`config.mk`:
```
export PLATFORM = sky130hd
export DESIGN_NAME = weight_loader
export DESIGN_NICKNAME = d
export VERILOG_FILES = /design/src/rtl/weight_loader.sv
export SDC_FILE = /design/constraint.sdc
export NUM_CORES = 1
export LEC_CHECK = 0
export ABC_AREA = 1
export CAP_MARGIN = 20
export CORE_AREA = 2 2 233 235
export DETAILED_ROUTE_END_ITERATION = 10
export DIE_AREA = 0 0 235 237
export MAX_ROUTING_LAYER = met4
export PLACE_DENSITY_LB_ADDON = 0.2
export SYNTH_ARGS = -nofsm -noshare
export SYNTH_HDL_FRONTEND = slang
export SYNTH_SLANG_ARGS = --single-unit
```
`constraint.sdc`:
```
create_clock -name clk -period 1.5 [get_ports clk]
set_clock_uncertainty 0.1 [all_clocks]
set_input_delay 0.3 -clock clk [delete_from_list [all_inputs] [get_ports clk]]
set_output_delay 0.3 -clock clk [all_outputs]
set_load 0.03 [all_outputs]
```
`src/rtl/weight_loader.sv`:
```
// Streams DDR weight beats into BUFFER_NUM banks, one row at a time. Each beat
// covers BANKS_PER_BEAT adjacent banks, and BEATS_PER_ROW beats fill one row.
module weight_loader #(
   parameter int ADDR_LEN     = 16,
   parameter int DATA_LEN     = 64,
   parameter int DDR_DATA_LEN = 256,
   parameter int BUFFER_NUM   = 32
) (
   input  logic                    clk,
   input  logic                    rst_n,
   input  logic                    cfg_start,
   input  logic [ADDR_LEN-1:0]     cfg_base_addr,
   input  logic [ADDR_LEN-1:0]     cfg_rows,
   input  logic [DDR_DATA_LEN-1:0] ddr_data,
   input  logic                    ddr_valid,
   output logic                    ddr_ready,
   output logic [DDR_DATA_LEN-1:0] data_wr,
   output logic [ADDR_LEN-1:0]     wr_addr,
   output logic [BUFFER_NUM-1:0]   wr_en,
   output logic                    busy,
   output logic                    done
);

   localparam int BANKS_PER_BEAT = DDR_DATA_LEN / DATA_LEN;
   localparam int BEATS_PER_ROW  = BUFFER_NUM / BANKS_PER_BEAT;
   localparam int BEAT_W         = (BEATS_PER_ROW > 1) ? $clog2(BEATS_PER_ROW) : 1;
   localparam logic [BEAT_W-1:0]   LAST_BEAT = BEAT_W'(BEATS_PER_ROW - 1);
   localparam logic [ADDR_LEN-1:0] ONE_ROW   = ADDR_LEN'(1);

   typedef enum logic [1:0] {
      IDLE,
      LOAD,
      DONE
   } state_t;

   state_t                  state_q,    state_d;
   logic [ADDR_LEN-1:0]     row_ptr_q,  row_ptr_d;
   logic [ADDR_LEN-1:0]     row_cnt_q,  row_cnt_d;
   logic [BEAT_W-1:0]       beat_cnt_q, beat_cnt_d;
   logic [DDR_DATA_LEN-1:0] data_wr_q,  data_wr_d;
   logic [ADDR_LEN-1:0]     wr_addr_q,  wr_addr_d;
   logic [BUFFER_NUM-1:0]   wr_en_q,    wr_en_d;
   logic                    accept;

   always_comb begin
      state_d    = state_q;
      row_ptr_d  = row_ptr_q;
      row_cnt_d  = row_cnt_q;
      beat_cnt_d = beat_cnt_q;
      data_wr_d  = data_wr_q;
      wr_addr_d  = wr_addr_q;
      wr_en_d    = '0;
      accept     = (state_q == LOAD) && ddr_valid;

      unique case (state_q)
         IDLE: begin
            if (cfg_start) begin
               row_ptr_d  = cfg_base_addr;
               row_cnt_d  = cfg_rows;
               beat_cnt_d = '0;
               state_d    = (cfg_rows != '0) ? LOAD : DONE;
            end
         end
         LOAD: begin
            if (accept) begin
               data_wr_d = ddr_data;
               wr_addr_d = row_ptr_q;
               // Bank group index of each enable bit selects the beat it belongs to.
               for (int unsigned i = 0; i < BUFFER_NUM; i++) begin
                  wr_en_d[i] = (BEAT_W'(i / BANKS_PER_BEAT) == beat_cnt_q);
               end
               if (beat_cnt_q == LAST_BEAT) begin
                  beat_cnt_d = '0;
                  row_ptr_d  = row_ptr_q + ONE_ROW;
                  row_cnt_d  = row_cnt_q - ONE_ROW;
                  if (row_cnt_q == ONE_ROW) begin
                     state_d = DONE;
                  end
               end else begin
                  beat_cnt_d = beat_cnt_q + BEAT_W'(1);
               end
            end
         end
         DONE: state_d = IDLE;
         default: state_d = IDLE;
      endcase
   end

   always_ff @(posedge clk) begin
      if (!rst_n) begin
         state_q    <= IDLE;
         row_ptr_q  <= '0;
         row_cnt_q  <= '0;
         beat_cnt_q <= '0;
         data_wr_q  <= '0;
         wr_addr_q  <= '0;
         wr_en_q    <= '0;
      end else begin
         state_q    <= state_d;
         row_ptr_q  <= row_ptr_d;
         row_cnt_q  <= row_cnt_d;
         beat_cnt_q <= beat_cnt_d;
         data_wr_q  <= data_wr_d;
         wr_addr_q  <= wr_addr_d;
         wr_en_q    <= wr_en_d;
      end
   end

   assign ddr_ready = (state_q == LOAD);
   assign busy      = (state_q != IDLE);
   assign done      = (state_q == DONE);
   assign data_wr   = data_wr_q;
   assign wr_addr   = wr_addr_q;
   assign wr_en     = wr_en_q;

endmodule

```
==> impl_metrics.tcl <==
set metrics [dict create \
    setup_tns_ps -40880 \
    num-nets-final 2656 \
    ys_seq_area_frac 0.521 \
    final_max_slew_viol_count 0 \
    die_y_um 237 \
    end_kind "output port" \
    worstMarginPinSlew_ps 489 \
    fill_cells 5131 \
    finalWirelength_um 56800 \
    synthDistinctLibCells 29 \
    ctsHtreeMaxLevel 2 \
    ioPinCount 599 \
    utilization 0.461 \
    cts_sinks 317 \
    coreArea_sq_mm 0.0533 \
    fin_area_sq_mm 0.0246 \
    clkTransAtPathRegs_ps 60 \
    vdd_drop_max_uv 744 \
    start_util 0.229 \
    dp_hpwl_um 37800 \
    die_w_um 235 \
    final_common_cell "nor2_1" \
    avgSynthCellArea_sq_um 7.37 \
    dieArea_sq_mm 0.0557 \
    worst_slack_ps -259 \
    synth_area_sq_mm 0.0122 \
    grt_max_degree 42 \
    worstPathMaxFanout 4 \
    dr.pass1.iters 5 \
    path_class "flip-flop to output port" \
    synth_area_leaders "dfxtp_1 52%, nor2_1 19%, o21ai_0 11%" \
    cpMostUsedCell "buf_4" \
    fin_crit_ps 1760 \
    via_per_inst 4.44 \
    antenna_found_initial 4 \
    synth_fp_nets 1953 \
    failed_checks "negative setup slack" \
    gp_congestion 0.860 \
    wl_per_cell_um 18.5 \
    status "finished, violations left" \
    ant_nets 0 \
    startpoint_type "flip-flop" \
    setup_viol 317 \
    power.density_mw_per_mm2 1070 \
    tritoncts.num_buffers 39 \
    grt_overflow 0 \
    fin_crit_sh 1.17 \
    cp_cell_sequence "nor2_1 > buf_4 > inv_1 > buf_4" \
    synth_top_area_share 0.521 \
    yosysTopAreaCell "dfxtp_1" \
    timing.final.hold_violations 0 \
    rsz0062_at_grt "yes" \
    cpPeakStageDelay_ps 370 \
    area_growth_pct 102 \
    arrival_ps 1360 \
    critical_path_required_ps 1100 \
    worstSkewPairLatency_ps 540 \
    grt_usage 0.184 \
    max_cap_violations 0 \
    power.leakage_uw 0.0104 \
    ys_ff_latch 317 \
    holdCritPathClass "primary input to flip-flop" \
    drcViolationCount 0 \
    place_area_sq_mm 0.0206 \
    grt_pass1_wl_um 78700 \
    clockRootBuffer "clkbuf_16" \
    cts_buffer_depth 3 \
    drive_above_1_share 0.366 \
    num_vias 13700 \
    port-buffer-count 598 \
    rows 85 \
    synth_warnings 0 \
    tritoncts "yes" \
    slew_headroom 0.674 \
    syn_inst 1652 \
    drtIter0Drc 572 \
    max_freq_mhz 569 \
    grt_pass1_vias 13500 \
    cp_slowest_cell "dfxtp_4" \
    final_cell_mix "463 x nor2_1, 294 x dfxtp_1, 290 x clkdlybuf4s50_1, 204 x buf_4, 144 x o21ai_0" \
]
power by group:
| part | leakage (uW) | internal, uW | switching [uW] |
|---|---|---|---|
| clock network | 0.000573 | 5170 | 3710 |
| logic | 0.00724 | 3780 | 3910 |
| registers | 0.00261 | 9140 | 631 |
| total | 0.0104 | 18100 | 8250 |
area by class of cell:
class / count / area (sq um) / share of cell area
Clock buffer: 58 / 1130 / 0.0459
Timing Repair inverter: 4 / 67.6 / 0.00275
Timing Repair Buffer: 783 / 9450 / 0.385
Antenna cell: 4 / 10.0 / 0.000407
Clock inverter: 6 / 47.5 / 0.00194
Sequential cell: 317 / 6400 / 0.260
Inverter: 47 / 210 / 0.00856
Tap cell: 696 / 871 / 0.0354
Multi-Input combinational cell: 1163 / 6390 / 0.260
metal layers:
layer | up-vias | global-route usage | part of all wire
li1 | 6701 | - | -
met5 | - | - | 0
met4 | 0 | 0.0568 | 0.024
met3 | 82 | 0.0617 | 0.079
met2 | 453 | 0.310 | 0.51
met1 | 6421 | 0.207 | 0.39
flip-flops by register name, indices dropped and copies added, names as in the netlist:
register	count
beat_cnt_q	3
wr_en	8
row_cnt_q	16
row_ptr_q	16
wr_addr	16
state_q	2
data_wr	256
per-stage QoR:
stage | std cells | setup WS (ps) | total power [uW] | hold slack [ps]
floorplan | 1652 | 16.3 | 12500 | 335
global placement | 2933 | -487 | 16200 | 352
detailed placement | 2933 | -440 | 16200 | 358
CTS | 3027 | -297 | 25600 | 175
global route | 3078 | -328 | 27500 | 202
finish | 3078 | -259 | 26300 | 218
synth_stat cells, drive strengths merged:
master / number
nor2: 616
dfxtp: 317
o21ai: 317
nand2: 143
buf: 79
inv: 47
clkbuf: 46
nand3: 35
a21oi: 18
ha: 9
nor3: 9
nand4: 4
o22ai: 2
or2: 2
xnor2: 2
a22oi: 1
and2: 1
and3: 1
nand3b: 1
o21bai: 1
xor2: 1
worst max-delay path: cells and delay by family (launching register included):
kind | cells | cell delay, ps
flops | 1 | 370
buf+inv | 3 | 340
simple gates | 1 | 120
logic make-up (layout without fill, tap and decap cells):
group / count (synthesis) / in the layout / synth area share
buffers and inverters: 172 / 898 / 0.0663
AO/OA/AOI/OAI: 339 / 339 / 0.140
other: 0 / 4 / 0
flip-flops: 317 / 317 / 0.521
adder cells (fa/ha/maj): 9 / 9 / 0.00925
AND/OR/NAND/NOR: 812 / 812 / 0.261
XOR/XNOR: 3 / 3 / 0.00216
timing repair:
action                                   CTS  global route
endpoints found under the setup margin   601           515
pin swaps                                 20           115
cloned                                    10            32
hold buffers                               1             0
gates resized for setup                 1413           476
hold endpoints to repair                   9             0
buffers inserted                          19            23
path summary, 6_finish.rpt:
path	startpoint	end	slack (ps)	depth (start not counted)
setup reg to reg	state_q[0]$_SDFFE_PN0P_	data_wr[32]$_SDFFE_PN0P_	-260	10
hold reg to reg	row_ptr_q[15]$_SDFFE_PN0P_	row_ptr_q[15]$_SDFFE_PN0P_	370	2
setup / recovery	state_q[0]$_SDFFE_PN0P_	busy	-260	4
hold / removal	ddr_data[147]	data_wr[147]$_SDFFE_PN0P_	220	3
Note: power is estimated with default switching activity, not from simulation.
